`src/rtl/spi_reg_master.sv`:
```
// rtl/spi_reg_master.sv - SPI mode-0 register-access initiator with start/done handshake
module spi_reg_master #(
  parameter int ADDR_W  = 4,
  parameter int CLK_DIV = 4
) (
  input  logic              clk,
  input  logic              rst_n,
  input  logic              start,
  input  logic              write,
  input  logic [ADDR_W-1:0] addr,
  input  logic [7:0]        wdata,
  output logic              busy,
  output logic              done,
  output logic [7:0]        rdata,
  output logic              spi_cs_n,
  output logic              spi_clk,
  output logic              spi_mosi,
  input  logic              spi_miso
);

  // Hold is stretched so that, with a CLK_DIV-cycle cs_n gap (done cycle included),
  // the start-to-done latency is 36*CLK_DIV+1 cycles.
  localparam int HOLD_CYC = 2 * CLK_DIV + 2;
  localparam int CNT_W    = $clog2(HOLD_CYC);
  localparam logic [CNT_W-1:0] DIV_LAST  = CNT_W'(CLK_DIV - 1);
  localparam logic [CNT_W-1:0] HOLD_LAST = CNT_W'(HOLD_CYC - 1);
  localparam logic [CNT_W-1:0] GAP_LAST  = CNT_W'(CLK_DIV - 2);

  typedef enum logic [2:0] {IDLE, SETUP, SHIFT, HOLD, GAP} state_t;

  state_t           state_q, state_d;
  logic [CNT_W-1:0] cnt_q, cnt_d;
  logic [4:0]       half_q, half_d;
  logic [15:0]      shreg_q, shreg_d;
  logic [7:0]       rx_q, rx_d;
  logic [7:0]       rdata_q, rdata_d;
  logic             wr_q, wr_d;
  logic             cs_n_q, cs_n_d;
  logic             sclk_q, sclk_d;
  logic             mosi_q, mosi_d;
  logic             busy_q, busy_d;
  logic             done_q, done_d;

  always_comb begin
    state_d = state_q;
    cnt_d   = cnt_q + CNT_W'(1);
    half_d  = half_q;
    shreg_d = shreg_q;
    rx_d    = rx_q;
    rdata_d = rdata_q;
    wr_d    = wr_q;
    cs_n_d  = cs_n_q;
    sclk_d  = sclk_q;
    mosi_d  = mosi_q;
    busy_d  = busy_q;
    done_d  = 1'b0;
    unique case (state_q)
      IDLE: begin
        cnt_d = '0;
        if (start) begin
          shreg_d = {write, 7'(addr), (write ? wdata : 8'h00)};
          wr_d    = write;
          mosi_d  = write;
          cs_n_d  = 1'b0;
          sclk_d  = 1'b0;
          busy_d  = 1'b1;
          state_d = SETUP;
        end
      end
      SETUP: begin
        if (cnt_q == DIV_LAST) begin
          cnt_d   = '0;
          half_d  = '0;
          state_d = SHIFT;
        end
      end
      SHIFT: begin
        if (cnt_q == DIV_LAST) begin
          cnt_d  = '0;
          half_d = half_q + 5'd1;
          if (!half_q[0]) begin
            sclk_d = 1'b1;
          end else begin
            // End of a high half: sample MISO, then present the next bit for the low half.
            rx_d   = {rx_q[6:0], spi_miso};
            sclk_d = 1'b0;
            if (half_q == 5'd31) begin
              state_d = HOLD;
            end else begin
              mosi_d  = shreg_q[14];
              shreg_d = {shreg_q[14:0], 1'b0};
            end
          end
        end
      end
      HOLD: begin
        if (cnt_q == HOLD_LAST) begin
          cnt_d   = '0;
          cs_n_d  = 1'b1;
          mosi_d  = 1'b0;
          state_d = GAP;
        end
      end
      GAP: begin
        if (cnt_q == GAP_LAST) begin
          cnt_d   = '0;
          busy_d  = 1'b0;
          done_d  = 1'b1;
          state_d = IDLE;
          if (!wr_q) rdata_d = rx_q;
        end
      end
      default: state_d = IDLE;
    endcase
  end

  always_ff @(posedge clk) begin
    if (!rst_n) begin
      state_q <= IDLE;
      cnt_q   <= '0;
      half_q  <= '0;
      shreg_q <= '0;
      rx_q    <= '0;
      rdata_q <= '0;
      wr_q    <= 1'b0;
      cs_n_q  <= 1'b1;
      sclk_q  <= 1'b0;
      mosi_q  <= 1'b0;
      busy_q  <= 1'b0;
      done_q  <= 1'b0;
    end else begin
      state_q <= state_d;
      cnt_q   <= cnt_d;
      half_q  <= half_d;
      shreg_q <= shreg_d;
      rx_q    <= rx_d;
      rdata_q <= rdata_d;
      wr_q    <= wr_d;
      cs_n_q  <= cs_n_d;
      sclk_q  <= sclk_d;
      mosi_q  <= mosi_d;
      busy_q  <= busy_d;
      done_q  <= done_d;
    end
  end

  assign busy     = busy_q;
  assign done     = done_q;
  assign rdata    = rdata_q;
  assign spi_cs_n = cs_n_q;
  assign spi_clk  = sclk_q;
  assign spi_mosi = mosi_q;

endmodule

```
`config.mk`:
```
export PLATFORM = sky130hd
export DESIGN_NAME = spi_reg_master
export DESIGN_NICKNAME = d
export VERILOG_FILES = /design/src/rtl/spi_reg_master.sv
export SDC_FILE = /design/constraint.sdc
export NUM_CORES = 1
export LEC_CHECK = 0
export ABC_AREA = 1
export CAP_MARGIN = 10
export CORE_UTILIZATION = 45
export DETAILED_ROUTE_END_ITERATION = 12
export PLACE_DENSITY_LB_ADDON = 0.12
export SYNTH_ARGS = -nofsm -noshare
export SYNTH_HDL_FRONTEND = slang
export SYNTH_SLANG_ARGS = --single-unit
```
`constraint.sdc`:
```
create_clock -name clk -period 1.82 [get_ports clk]
set_input_delay 0.273 -clock clk [delete_from_list [all_inputs] [get_ports clk]]
set_output_delay 0.273 -clock clk [all_outputs]
set_load 0.02 [all_outputs]
```
==> results.sh <==
export IMPL_die_y_um=72.35
export IMPL_rows=25
export IMPL_fin_util_pct=58.26
export IMPL_tns_ns=0
export IMPL_power_density_nw_per_um2=1199
export IMPL_cts_buffers=5
export IMPL_async_flop_share_pct=0
export IMPL_path_class="flop to flop"
export IMPL_ys_seq_area_share_pct=44.04
export IMPL_drt_wl_total_mm=4.547
export IMPL_dp_hpwl_mm=3.160
export IMPL_grt_use_total_pct=18.47
export IMPL_h_tree_depth=2
export IMPL_synth_warnings=0
export IMPL_hold_viol=0
export IMPL_synthDistinctLibCells=24
export IMPL_synth_top_area_share_pct=44.04
export IMPL_grt_overflow=0
export IMPL_start_kind="flop"
export IMPL_synth_nets=339
export IMPL_nets=375
export IMPL_worstSkewPairLatency_ns=0.31
export IMPL_synth_edf_count=0
export IMPL_drv_slew=0
export IMPL_ys_ff_latch=49
export IMPL_area_delta_synth_final_pct=24.38
export IMPL_wl_met1_mm=2.278
export IMPL_avgSynthCellArea_um2=7.026
export IMPL_drv_cap=0
export IMPL_synth_ff_type="dfxtp_1"
export IMPL_clock_sinks=49
export IMPL_antenna_left=0
export IMPL_syn_inst=317
export IMPL_final_area_um2=2770
export IMPL_first_pass_iters=4
export IMPL_relSlewSlack_pct=68.14
export IMPL_cts_max_path_buffers=2
export IMPL_drive_gt1_share_pct=7.910
export IMPL_worst_pin_slew_ns=0.4774
export IMPL_wire_per_inst_um=10.80
export IMPL_power_mw=3.320
export IMPL_p_leak_nw=1.272
export IMPL_critical_path_peak_fanout=16
export IMPL_drc=0
export IMPL_grt_pass1_vias=1744
export IMPL_dieWidth_um=72.35
export IMPL_n_antenna_cell=0
export IMPL_vias_per_cell=4.722
export IMPL_ir_worst_vdd_uv=652.6
export IMPL_portBuffers=29
export IMPL_ioPinCount=30
export IMPL_netlist_area_um2=2227
export IMPL_final_setup_viol_count=0
export IMPL_grt_pass1_wl_mm=7.638
export IMPL_place_congestion=0.8676
export IMPL_cp_data_required_time_ns=2.03
export IMPL_grt_max_degree=18
export IMPL_hp_class="flop to flop"
export IMPL_core_um2=4755
export IMPL_die_area_um2=5235
export IMPL_max_freq_mhz=616.6
export IMPL_start_util_pct=46.84
export IMPL_path_clk_slew_ns=0.09
export IMPL_setup_worst_path_end_class="flop"
export IMPL_synth_area_top_cells="dfxtp_1, nand2_1, nor2_1, o21ai_0, a21oi_1"
export IMPL_via_count=1988
export IMPL_synth_most_common_cell="nand2_1"
export IMPL_rsz0062_at_grt="false"
export IMPL_wl_met2_mm=2.028
export IMPL_fin_crit_sh_pct=89.11
export IMPL_drt_iter0_markers=99
export IMPL_cts_tree="built"
export IMPL_top_layer_used="met4"
export IMPL_status="completed"
export IMPL_wl_met3_um=182
export IMPL_skew_ns=0.008135
export IMPL_place_area_um2=2630
export IMPL_period_needed_ns=1.622
export IMPL_cp_arrival_ns=1.83
export IMPL_cts_root_buf="clkbuf_8"
export IMPL_synth_top_cells_by_count="nand2_1, nor2_1, dfxtp_1, o21ai_0, inv_1"
export IMPL_antenna_found_initial=0
export IMPL_synth_top_cell_by_area="dfxtp_1"
[power by group]
group / switching, mW / leakage [nW] / internal (mW)
Clock: 0.390 / 0.0687 / 0.553
Combinational: 0.611 / 0.805 / 0.406
Sequential: 0.115 / 0.399 / 1.25
[critical path, stage by stage (launching register included)]
cell	delay [ns]
dfxtp_1	0.34
ha_1	0.21
inv_1	0.06
nor3_1	0.04
ha_1	0.19
o21ai_2	0.27
nand2_4	0.17
o21ai_0	0.19
a21oi_1	0.05
[worst paths after layout]
| path | to | cells after the start | slack, ns | from |
|---|---|---|---|---|
| hold / removal | shreg_q[9]$_SDFFE_PN0P_ | 2 | 0.46 | shreg_q[9]$_SDFFE_PN0P_ |
| setup reg to reg | shreg_q[10]$_SDFFE_PN0P_ | 8 | 0.20 | half_q[0]$_SDFFE_PN0P_ |
| hold reg to reg | shreg_q[9]$_SDFFE_PN0P_ | 2 | 0.46 | shreg_q[9]$_SDFFE_PN0P_ |
| setup / recovery | shreg_q[10]$_SDFFE_PN0P_ | 8 | 0.20 | half_q[0]$_SDFFE_PN0P_ |
[stage by stage]
step / setup WS, ns / hold slack (ns) / std cells
floorplan: 0.3335 / 0.4079 / 317
global placement: 0.1753 / 0.4336 / 413
detailed placement: 0.1589 / 0.4553 / 413
CTS: 0.1630 / 0.4705 / 421
global route: 0.04138 / 0.4874 / 421
finish: 0.1982 / 0.4646 / 421
[routing by layer]
metal / global-route usage, % / vias to the layer above
met5: 0 / -
met4: 5.229 / 0
met3: 4.583 / 5
met2: 29.60 / 39
met1: 24.72 / 859
li1: - / 1085
[logic make-up (layout without fill, tap and decap cells)]
logic type,count (synthesis),in the layout,share of synthesized area (%)
adders and majority gates,5,5,2.809
DFF,49,49,44.04
buffers and inverters,36,73,6.685
AOI/OAI and AO/OA,59,59,13.54
and+or+nand+nor,165,165,31.74
xor gates and xnor gates,3,3,1.180
[timing repair]
item	CTS	global route
setup endpoints to repair	0	8
hold buffers	0	0
gates resized for setup	0	1
setup buffers	0	0
[cell type report]
type                            instances  area, µm²
Clock buffer                            5      68.82
Clock inverter                          3      68.82
Fill cell                             458       1984
Inverter                               28      105.1
Multi-Input combinational cell        232       1100
Sequential cell                        49      980.9
Tap cell                               67      83.83
Timing Repair Buffer                   37      362.8
[registers in the layout, indices dropped and copies added, names as in the netlist]
name,flops
state_q,3
rdata,8
busy,1
wr_q,1
shreg_q,15
half_q,5
spi_clk,1
cnt_q,4
spi_cs_n,1
rx_q,8
done,1
spi_mosi,1
[layout by cell type (no fill, tap or decap), drive strengths merged]
master	instances
nand2	81
dfxtp	49
nand3	15
clkdlybuf4s50	29
nor3	3
nand4	2
inv	29
a21oi	24
o21ai	34
clkbuf	5
buf	8
nor2	62
ha	5
a211oi	1
xor2	2
nand3b	2
bufinv	2
xnor2	1
No activity file was read; power rests on OpenSTA's default activity.
